$ cat config.mk
export PLATFORM = sky130hd
export DESIGN_NAME = plab4_net_domain_sched
export DESIGN_NICKNAME = d
export VERILOG_FILES = /design/src/rtl/plab4_net_sched_pkg.sv /design/src/rtl/plab4_net_slot_timer.sv /design/src/rtl/plab4_net_domain_sched.sv
export SDC_FILE = /design/constraint.sdc
export NUM_CORES = 1
export LEC_CHECK = 0
export CAP_MARGIN = 20
export CORE_MARGIN = 4
export CORE_UTILIZATION = 26
export DETAILED_ROUTE_END_ITERATION = 8
export GPL_TIMING_DRIVEN = 1
export MAX_ROUTING_LAYER = met4
export PLACE_DENSITY = 0.89
export SYNTH_ARGS = -nofsm -noshare
export SYNTH_HDL_FRONTEND = slang
export SYNTH_SLANG_ARGS = --single-unit
export TNS_END_PERCENT = 1
$ cat constraint.sdc
create_clock -name clk -period 3.7 [get_ports clk]
set_input_delay 0.555 -clock clk [delete_from_list [all_inputs] [get_ports clk]]
set_output_delay 0.555 -clock clk [all_outputs]
set_load 0.005 [all_outputs]
$ cat src/rtl/plab4_net_sched_pkg.sv
// Shared state encodings and domain constants for the two-domain
// time-division network scheduler.
package plab4_net_sched_pkg;

    typedef enum logic [1:0] {
        ST_D1 = 2'd0,
        ST_G1 = 2'd1,
        ST_D2 = 2'd2,
        ST_G2 = 2'd3
    } state_t;

    localparam logic DOM_D1 = 1'b0;
    localparam logic DOM_D2 = 1'b1;

endpackage

$ cat src/rtl/plab4_net_slot_timer.sv
// Fixed-schedule slot timer: D1 slot, guard, D2 slot, guard, repeating.
// Advances on cycle count alone, never on traffic.
module plab4_net_slot_timer
    import plab4_net_sched_pkg::*;
#(
    parameter int unsigned p_slot_len  = 8,
    parameter int unsigned p_guard_len = 1
) (
    input  logic   clk,
    input  logic   reset,
    output state_t state,
    output logic   slot_start
);

    localparam int unsigned c_max = (p_slot_len > p_guard_len) ? p_slot_len : p_guard_len;
    localparam int unsigned c_cw  = (c_max > 1) ? $clog2(c_max) : 1;

    localparam logic [c_cw-1:0] c_slot_last  = c_cw'(p_slot_len - 1);
    localparam logic [c_cw-1:0] c_guard_last = c_cw'(p_guard_len - 1);

    state_t          state_next;
    logic [c_cw-1:0] cnt;
    logic [c_cw-1:0] cnt_next;

    always_ff @(posedge clk) begin
        if (reset) begin
            state <= ST_D1;
            cnt   <= '0;
        end else begin
            state <= state_next;
            cnt   <= cnt_next;
        end
    end

    always_comb begin
        state_next = state;
        cnt_next   = cnt + c_cw'(1);
        unique case (state)
            ST_D1: if (cnt == c_slot_last) begin
                state_next = ST_G1;
                cnt_next   = '0;
            end
            ST_G1: if (cnt == c_guard_last) begin
                state_next = ST_D2;
                cnt_next   = '0;
            end
            ST_D2: if (cnt == c_slot_last) begin
                state_next = ST_G2;
                cnt_next   = '0;
            end
            ST_G2: if (cnt == c_guard_last) begin
                state_next = ST_D1;
                cnt_next   = '0;
            end
            default: begin
                state_next = ST_D1;
                cnt_next   = '0;
            end
        endcase
    end

    // Suppressed during reset so a mid-slot reset never leaks a pulse.
    assign slot_start = !reset && (cnt == '0) && ((state == ST_D1) || (state == ST_D2));

endmodule

$ cat src/rtl/plab4_net_domain_sched.sv
// Two-domain time-division scheduler: merges D1/D2 requesters onto one
// channel with a fixed, traffic-independent slot schedule.
module plab4_net_domain_sched
    import plab4_net_sched_pkg::*;
#(
    parameter int unsigned p_msg_cnbits = 32,
    parameter int unsigned p_msg_dnbits = 32,
    parameter int unsigned p_slot_len   = 8,
    parameter int unsigned p_guard_len  = 1
) (
    input  logic                    clk,
    input  logic                    reset,

    input  logic                    in_val_d1,
    output logic                    in_rdy_d1,
    input  logic [p_msg_cnbits-1:0] in_msg_control_d1,
    input  logic [p_msg_dnbits-1:0] in_msg_data_d1,

    input  logic                    in_val_d2,
    output logic                    in_rdy_d2,
    input  logic [p_msg_cnbits-1:0] in_msg_control_d2,
    input  logic [p_msg_dnbits-1:0] in_msg_data_d2,

    output logic                    out_val,
    input  logic                    out_rdy,
    output logic [p_msg_cnbits-1:0] out_msg_control,
    output logic [p_msg_dnbits-1:0] out_msg_data,

    output logic                    domain,
    output logic                    slot_start
);

    state_t state;

    plab4_net_slot_timer #(
        .p_slot_len  (p_slot_len),
        .p_guard_len (p_guard_len)
    ) slot_timer (
        .clk        (clk),
        .reset      (reset),
        .state      (state),
        .slot_start (slot_start)
    );

    // Reset gates every output combinationally: the state register may still
    // hold a mid-slot value during the first reset cycle.
    always_comb begin
        out_val         = 1'b0;
        in_rdy_d1       = 1'b0;
        in_rdy_d2       = 1'b0;
        out_msg_control = '0;
        out_msg_data    = '0;
        domain          = DOM_D1;
        if (!reset) begin
            unique case (state)
                ST_D1: begin
                    out_val         = in_val_d1;
                    in_rdy_d1       = out_rdy;
                    out_msg_control = in_msg_control_d1;
                    out_msg_data    = in_msg_data_d1;
                    domain          = DOM_D1;
                end
                ST_G1: domain = DOM_D1;
                ST_D2: begin
                    out_val         = in_val_d2;
                    in_rdy_d2       = out_rdy;
                    out_msg_control = in_msg_control_d2;
                    out_msg_data    = in_msg_data_d2;
                    domain          = DOM_D2;
                end
                ST_G2: domain = DOM_D2;
                default: domain = DOM_D1;
            endcase
        end
    end

endmodule

==> reports/qor.txt <==
YS warnings -> 0
Placeable Area -> 4880 sq um
commonest cells after routing, fill and taps aside -> clkdlybuf4s50_1, nor2_1, a22oi_1, a22oi_2, ha_1
Routed Antenna Nets -> 0
pin count of the biggest net entering global routing -> 46
crit path cell chain -> inv_1, ha_2, buf_4, nor2_2, nor3_1, clkdlybuf4s50_1
DR vias -> 2213
DR DRC count -> 0
Worst Setup SP -> slot_timer.state[0]
initial DRC count -> 144
Final Skew -> 0.00146 ns
number of global-route vias before repair -> 2228
Place WS -> 1.25 ns
layout cell share with drive strength beyond 1 -> 8.49%
Crit Path Max Fanout -> 27
Tmin final -> 2.69 ns
Worst Tran Pin Value -> 0.595 ns
hold path startpoint -> slot_timer.cnt[0]
clock tree buffer depth -> 2
Leak Pwr -> 0.00138 uW
relative slew slack -> 60.3%
Chip Height -> 80.1 um
fin nets -> 519
clock root cell -> clkbuf_8
RSZ-0062 raised after global routing -> false
TritonCTS clock tree -> yes
syn nets -> 331
Clk Latency, worst-skew pair -> 0.22 ns
# Max-Cap Violations -> 0
Seq/Total Area, Yosys -> 7.41%
Startpoint Class -> flip-flop
period utilization -> 72.8%
clk slew on worst S/H paths -> 0.03 ns
Num Clock Sinks -> 5
Yosys top cell by area -> a22oi_1
crit path DAT -> 2.14 ns
HP Class -> flip-flop to flip-flop
FF-to-FF Start -> slot_timer.state[0]
initial antenna violation count -> 0
Post-Syn Instances -> 190
first-pass iteration count of the detailed router -> 4
setup ws final -> 1.01 ns
post-cts resize count -> 0
setup repair bufs after CTS -> 0
final wirelength -> 7810 um
PwrDens -> 342 nW/um^2
Total GRT Usage -> 22.8%
Pwr Total -> 1150 uW
Placed Area -> 3330 sq um
Placer Congestion -> 0.918
H-tree levels -> 1
ANT cells -> 0
commonest non-fill, non-tap cell in the layout -> clkdlybuf4s50_1
Area growth syn-to-layout -> 150%
Die Footprint -> 6410 sq um
IO Pins -> 202
mean routed wirelength per cell -> 17.6 um
Core Util, Final -> 69.2%
CP delay by family, top -> buffers and inverters
routed vias/inst -> 4.98
grt total ovfl -> 0
outcome -> finished clean
CTS Buf Count -> 3
CP max stage delay -> 0.55 ns
global-route wire length before repair -> 11200 um
Setup Total Neg Slack -> 0 ns
Synth area leaders -> a22oi_1, nor2_1, a22oi_2, dfxtp_1, ha_1
HPWL after DPL -> 6450 um
PortBufs -> 201
worst vdd ir -> 0.000359 V
Worst Path Class, Setup -> flip-flop to output pin
Final Cell Area -> 3370 sq um
Post-Syn Area -> 1350 sq um
top cell type's share of synthesized area -> 26.1%
die width -> 80.1 um
cts hold-fix bufs -> 0
Yosys cell types -> 21
Critical Path End Type -> output pin
Max Clock Freq -> 371 MHz
Req. time, crit path -> 3.14 ns
Final Max Slew Viols -> 0
initial core utilization -> 27.7%
crit path max-delay cell type -> clkdlybuf4s50_1
synthesized area per cell -> 7.11 sq um
Crit path buffers/inverters -> 3
Final setup viols -> 0
Cell Rows -> 25
Fin. Hold Viols -> 0
Synth Register Bits -> 5
[report_power, final]
group,switching [uW],internal (uW)
clock,24.7,73.8
sequential,12.3,68.6
combinational,419,555
[metal layers]
layer / part of all wire [%] / vias up / track usage (%)
met5: 0 / - / -
met4: 4.0 / 0 / 10.1
met3: 7.6 / 24 / 3.92
met2: 52 / 115 / 42.0
met1: 36 / 1011 / 23.7
li1: - / 1063 / -
[per-stage QoR]
step / std cells / hold WS, ns
floorplan: 190 / 0.436
global placement: 440 / 0.454
detailed placement: 440 / 0.480
CTS: 444 / 0.485
global route: 444 / 0.495
finish: 444 / 0.481
[synthesized netlist by cell type]
master / number
a2111oi_2: 1
a22oi_1: 47
a22oi_2: 18
a2bb2oi_2: 1
and3b_1: 2
buf_2: 13
buf_4: 1
buf_6: 8
clkbuf_1: 1
dfxtp_1: 5
ha_1: 8
inv_1: 4
mux2i_1: 2
nand2b_1: 4
nor2_1: 69
nor2_2: 1
nor2b_1: 1
nor3_1: 1
nor3b_1: 1
o21bai_1: 1
or2_1: 1
[flip-flops by register name (all words and copies together) (netlist names)]
signal	count
slot_timer.state	2
slot_timer.cnt	3
[worst reg2reg max path: cells and delay by family, from the launching register on]
family	cells	cell delay, ns
simple gates	1	0.18
mux	1	0.23
buf+inv	2	0.36
flops	1	0.37
fa+ha+maj	1	0.24
compound gates	1	0.22
[kinds of logic after synthesis]
logic type | share of synthesized area, %
flip-flops | 7.41
adder cells (fa/ha/maj) | 7.41
AND/OR/NAND/NOR | 24.7
buffers and inverters | 13.4
multiplexers | 1.48
AO/OA/AOI/OAI | 45.6
[area by class of cell]
class / count / area (sq um)
flip-flops and latches: 5 / 100
well taps: 67 / 83.8
multi-input cells: 158 / 1070
clock buffers: 4 / 45.0
inverters: 4 / 15.0
repair buffers: 206 / 2060
fillers: 401 / 1510
[worst paths after layout]
kind | endpoint | slack [ns] | cells past startpoint
worst max register to register | slot_timer.state[0] | 2.02 | 6
worst min-delay path | slot_timer.cnt[0] | 0.48 | 1
worst max-delay path | slot_start | 1.01 | 6
worst min register to register | slot_timer.cnt[0] | 0.48 | 1
Power figures use the tool's default switching activity.
